File: src/rtl/row_writer.sv
// Streams a packed row word as ASCII binary text:
// fields separated by spaces, row ended by a newline.
module row_writer #(
  parameter int FIELD_WIDTH = 8,
  parameter int NUM_FIELDS  = 4,
  parameter int COUNT_WIDTH = 16
) (
  input  logic                              clk,
  input  logic                              rst,
  input  logic                              in_valid,
  output logic                              in_ready,
  input  logic [NUM_FIELDS*FIELD_WIDTH-1:0] in_data,
  output logic                              out_valid,
  input  logic                              out_ready,
  output logic [7:0]                        out_byte,
  output logic                              busy,
  output logic [COUNT_WIDTH-1:0]            rows_done
);

  localparam int W  = NUM_FIELDS * FIELD_WIDTH;
  localparam int BW = (FIELD_WIDTH > 1) ? $clog2(FIELD_WIDTH) : 1;
  localparam int FW = (NUM_FIELDS > 1) ? $clog2(NUM_FIELDS) : 1;
  localparam logic [BW-1:0] LAST_BIT = BW'(FIELD_WIDTH - 1);
  localparam logic [FW-1:0] LAST_FLD = FW'(NUM_FIELDS - 1);

  typedef enum logic [1:0] {
    IDLE,
    BIT,
    SEP,
    EOL
  } state_t;

  state_t                 state_q, state_d;
  logic [W-1:0]           sr_q, sr_d;
  logic [BW-1:0]          bit_q, bit_d;
  logic [FW-1:0]          fld_q, fld_d;
  logic [7:0]             byte_q, byte_d;
  logic [COUNT_WIDTH-1:0] rows_q, rows_d;
  logic                   hs;

  assign in_ready  = (state_q == IDLE);
  assign out_valid = (state_q != IDLE);
  assign busy      = (state_q != IDLE);
  assign out_byte  = byte_q;
  assign rows_done = rows_q;
  assign hs        = out_valid && out_ready;

  always_ff @(posedge clk or posedge rst) begin
    if (rst) begin
      state_q <= IDLE;
      sr_q    <= '0;
      bit_q   <= '0;
      fld_q   <= '0;
      byte_q  <= 8'h00;
      rows_q  <= '0;
    end else begin
      state_q <= state_d;
      sr_q    <= sr_d;
      bit_q   <= bit_d;
      fld_q   <= fld_d;
      byte_q  <= byte_d;
      rows_q  <= rows_d;
    end
  end

  // byte_d is the byte presented while in state_d, so
  // out_byte comes straight from a register.
  always_comb begin
    state_d = state_q;
    sr_d    = sr_q;
    bit_d   = bit_q;
    fld_d   = fld_q;
    byte_d  = byte_q;
    rows_d  = rows_q;
    unique case (state_q)
      IDLE: begin
        if (in_valid) begin
          state_d = BIT;
          sr_d    = in_data;
          bit_d   = '0;
          fld_d   = '0;
          byte_d  = {7'h18, in_data[W-1]};
        end
      end
      BIT: begin
        if (hs) begin
          sr_d = sr_q << 1;
          if (bit_q == LAST_BIT) begin
            bit_d = '0;
            if (fld_q == LAST_FLD) begin
              state_d = EOL;
              byte_d  = 8'h0A;
            end else begin
              state_d = SEP;
              byte_d  = 8'h20;
            end
          end else begin
            bit_d  = bit_q + BW'(1);
            byte_d = {7'h18, sr_d[W-1]};
          end
        end
      end
      SEP: begin
        if (hs) begin
          state_d = BIT;
          fld_d   = fld_q + FW'(1);
          bit_d   = '0;
          byte_d  = {7'h18, sr_q[W-1]};
        end
      end
      EOL: begin
        if (hs) begin
          state_d = IDLE;
          rows_d  = rows_q + COUNT_WIDTH'(1);
          byte_d  = 8'h00;
        end
      end
    endcase
  end

endmodule

File: config.mk
export PLATFORM = sky130hd
export DESIGN_NAME = row_writer
export DESIGN_NICKNAME = d
export VERILOG_FILES = /design/src/rtl/row_writer.sv
export SDC_FILE = /design/constraint.sdc
export NUM_CORES = 1
export LEC_CHECK = 0
export ABC_AREA = 1
export BUFFER_PORTS_ARGS = -buffer_cell sky130_fd_sc_hd__buf_2
export CAP_MARGIN = 20
export CORE_ASPECT_RATIO = 2
export CORE_UTILIZATION = 37
export DETAILED_ROUTE_END_ITERATION = 8
export PLACE_DENSITY_LB_ADDON = 0.08
export SETUP_SLACK_MARGIN = 0.02
export SYNTH_ARGS = -nofsm -noshare
export SYNTH_HDL_FRONTEND = slang
export SYNTH_SLANG_ARGS = --single-unit
File: constraint.sdc
create_clock -name clk -period 2.8 [get_ports clk]
set_input_delay 0.84 -clock clk [delete_from_list [all_inputs] [get_ports clk]]
set_output_delay 0.84 -clock clk [all_outputs]
set_load 0.02 [all_outputs]
-- After elaboration in Yosys (flattened, before gate mapping)
Index checks and enable logic that the tools add are counted.
- bits in registers: 63
- input bits: 36
- $add $sub $neg: 3
- equal/unequal tests: 10
- muxes and demuxes: 25
- reduce and logical (&&, ||, !) cells: 12
- operators with widths (cell ; count):
    two-way mux 32 bit ; 2
    case mux 32 bit (2 select lines) ; 1
    two-way mux 8 bit ; 5
    case mux 8 bit (4 select lines) ; 1
    adder 16 x 1 -> 16 bit (second input constant) ; 1
    two-way mux 2 bit ; 7
    two-way mux 3 bit ; 4
    != test 2 bit (second input constant) ; 5
    case mux 3 bit (3 select lines) ; 1
    case mux 2 bit (4 select lines) ; 1
    AND reduction 4 bit ; 2
    == test 2 bit (second input constant) ; 3
    two-way mux 6 bit ; 1
    AND reduction 3 bit ; 2
    nonzero test 2 bit ; 3
    AND reduction 5 bit ; 1
    case mux 2 bit (2 select lines) ; 1
    adder 3 x 1 -> 3 bit (second input constant) ; 1
    == test 3 bit (second input constant) ; 1
    nonzero test 3 bit ; 1
    adder 2 x 1 -> 2 bit (second input constant) ; 1
    == test 2 x 1 -> 1 bit (second input constant) ; 1
    zero test 2 bit ; 1
    AND reduction 2 bit ; 1
    other kinds (2) ; 2

-- Logic depth before layout (Yosys ltp)
- word-level depth: 5
- depth in mapped cells: 8

-- Worst setup path before layout
OpenSTA, ideal clock, no wires.
- kind: register to output
- start point: register state_q[1]
- end point: output port out_valid
- arrival: 1.060 ns
- slack: 0.900 ns
- stages on the path, launching flop included: 5
- cells stage by stage: dfrtp_1 buf_2 clkinv_1 nand2_1 buf_4
- word-level cells in the longest chain between the ends: 1
- RTL lines (element ; line ; source):
    start: declaration ; 33 ; state_t state_q, state_d;
    start signal: assignment ; 57 ; state_q <= state_d;
    nonzero test 2 bit ; -- ;
    end: declaration ; 13 ; output logic out_valid,
Every way passes these cells.

-- Final worst setup path
- start point: register state_q[1]
- end point: output port out_valid
- word-level cells in the longest chain between the ends: 1
- RTL lines (element ; line ; source):
    nonzero test 2 bit ; 42 ; assign out_valid = (state_q != IDLE);
Every way passes these cells.

==> summary.txt <==
Drt
  – Routed vias: around 2300
  – Initial DRC Count: 101
  – Final Routed Wirelength: 6110 um
  – Post-DR wirelength/cell: approximately 13 um
  – DR pass1 iterations: 4
  – DRC Markers: 0
  – Via-per-instance ratio: 4.82
  – Post-DRT Antenna Nets: 0

Power
  – Combinational share of power: 36.6%
  – Net Sw Frac: 36.9%
  – Sequential Power Share: 35.9%
  – Power Internal: 2310 uW
  – Lkg Pwr: 0.00178 uW
  – Clock power share: between 20% and 30%
  – Max VDD drop: around 0.0007 V
  – Switching power: 1350 uW
  – PD cells: 1030 nW/um2

Final layout
  – Layout fillers: 778
  – Diodes inserted: 0
  – Final nets: 428
  – Footprint of the multi-input gates: about 1100 um2
  – P&R area growth vs syn: 22.2%
  – Reg area: 1480 um2
  – Layout cell share with drive strength beyond 1: 23.3%

Clock network
  – Worst-skew pair later-pin latency: 0.32 ns
  – Hold-fix buffers, CTS: 0
  – H-tree Lvls: 3
  – Number of CTS-inserted buffers: 9
  – Clk sinks: 59
  – TritonCTS clock tree: done
  – Clock root buffer: clkbuf_16
  – Postcts setup bufs: 0
  – Post-CTS sizing: 0
  – Clock transition at path regs: 0.05 ns
  – Maximum clock insertion buffer count: 2

Worst setup path
  – CP startpoint: state_q[1]
  – Crit Path Category: reg2out
  – CP Max Fanout: 7
  – Reg2Reg Setup Slack: around 1.0 ns
  – Critical register-to-register path startpoint: state_q[0]
  – RR Endpoint: sr_q[9]
  – Crit-path max cell delay: 0.50 ns
  – CP Capture Type: output port
  – CP Data Arrival Time: 1.45 ns
  – Worst Path Required: 1.96 ns
  – Crit-path cells: clkinv_1 > nand2_1 > buf_2
  – Startpoint types: flip-flop
  – Critical Path Sink: out_valid
  – Worst reg2reg path depth: 6
  – Slowest cell on crit path: dfrtp_1

GRT
  – Gr usage total: 16.3%
  – First-pass GRT wire length: 10100 um
  – Antenna violations before repair: 0
  – Maximum number of pins on one net before global-route repair: 44
  – Vias in the first global route: 2284
  – Remaining Overflow, GRT: 0

Synth
  – EDFF count, synth: 0
  – Cells after Synth: around 330
  – Yosys warns: 0
  – Commonest cells in the synthesized netlist: nand2_1 (64), dfrtp_1 (59), inv_1 (45), o21ai_0 (34), o211ai_1 (30)
  – Synth top area share: 50.7%
  – Synthesized flop and latch total: 59
  – Top FF cell, synth: dfrtp_1
  – Most numerous cell in the Yosys netlist: nand2_1
  – Synth area leaders: dfrtp_1 (51%), nand2_1 (8.2%), o211ai_1 (7.7%)
  – Seq/Total Area, Yosys: 50.7%
  – Post-synth ARST share: 100%
  – Mapped Area: just under 3000 um2
  – Avg Cell Area, Syn: 8.86 um2
  – Leading area contributor after synthesis: dfrtp_1
  – Synth cell types: 29

STA
  – RSZ-0062 raised after global routing: no
  – Slew Limit Fails: 0
  – Least-Margin Pin Slew: 0.536 ns
  – Relative slew margins: between 60 and 70%
  – Fin Clk Skew: 0.00607 ns
  – Fin Hold WS: 0.485 ns
  – Final setup TNS: 0 ns
  – Final hold viol count: 0
  – # setup viols final: 0
  – Period utilization: 81.8%
  – FMAX: about 440 MHz
  – Fin crit period: 2.29 ns

Hold path
  – Worst min path class: reg2reg

Placement
  – Port bufs: 59
  – RD Place Congestion: about 0.82
  – DP HPWL: 4330 um

Die
  – I/O pins: 63
  – Rows: 45
  – Initial Util: 38.3%
  – Core Box Area: 7600 um2
  – Die W: 64.8 um
  – Die area: slightly above 8000 um2
  – Die H: between 100 and 150 um

Flow run
  – Max Cap Violations: 0

Outcome
  – Status: completed
[worst min-delay path by stage]
stage | startpoint | endpoint | slack (ns) | cells after the start
5_1_grt | out_byte[0] | out_byte[0] | 0.51 | 2
6_report | out_byte[0] | out_byte[0] | 0.49 | 2
4_1_cts | out_byte[0] | out_byte[0] | 0.48 | 2
2_1_floorplan | fld_q[0] | fld_q[0] | 0.47 | 1
3_5_place_dp | out_byte[0] | out_byte[0] | 0.47 | 2
3_3_place_gp | rows_done[15] | rows_done[15] | 0.47 | 2
[power groups by stage]
| stage | Combinational, uW | Clock [uW] | Sequential (uW) |
|---|---|---|---|
| 4_1_cts | 1370 | 1050 | 1310 |
| 3_3_place_gp | 1340 | 0 | 1320 |
| 2_1_floorplan | 1030 | 0 | 1340 |
| 6_report | 1340 | 1000 | 1310 |
| 5_1_grt | 1540 | 1080 | 1340 |
| 3_5_place_dp | 1360 | 0 | 1320 |
[registers in the layout, summed over array words and instances (netlist names)]
| name | count |
|---|---|
| state_q | 2 |
| bit_q | 3 |
| out_byte | 4 |
| rows_done | 16 |
| sr_q | 32 |
| fld_q | 2 |
[layout by cell type, fill, tap and decap left out, drive strengths merged, types with 3 or more instances in the layout]
cell type	n
o211ai	30
xnor2	5
buf	63
nand2	67
xor2	6
inv	46
ha	5
o21ai	43
a21oi	3
nor2	23
nand3	11
nand4	3
conb	3
clkinv	3
nand3b	3
clkbuf	13
dfrtp	59
[routing by layer]
metal / up-vias / global-route usage, % / wire [um]
li1: 1182 / - / -
met1: 1090 / 18.0 / 2560
met2: 57 / 27.1 / 3120
met3: 10 / 4.64 / 281
met4: 0 / 9.93 / 146
met5: - / 0 / 0
[layout make-up]
cell class	instances	area share [%]
Sequential cell	59	41.5
Multi-Input combinational cell	207	32.2
Timing Repair Buffer	63	10.2
Clock buffer	13	7.59
Inverter	47	4.95
Tap cell	94	3.30
Clock inverter	2	0.281
[critical path: cells and delay by family, from the launching register on]
family / cells / cell delay (ns)
buffers and inverters: 2 / 0.42
DFF: 1 / 0.50
and+or+nand+nor: 1 / 0.21
[cells by family after synthesis]
logic type | synth area share [%]
other cells | 0.129
simple gates | 16.7
compound gates | 16.4
mux | 0.386
buf+inv | 10.2
flops | 50.7
fa+ha+maj | 2.15
xor+xnor | 3.31
[stage by stage]
step	instances	utilization [%]	power, uW	setup slack, ns	cell area (um2)
finish	485	46.8	3650	0.508	3560
floorplan	331	-	2370	0.504	2920
detailed placement	470	43.2	2680	0.832	3280
global placement	470	43.2	2660	0.862	3280
CTS	485	46.8	3730	0.475	3560
global route	485	46.8	3960	0.436	3560
No activity file was read; power rests on OpenSTA's default activity.
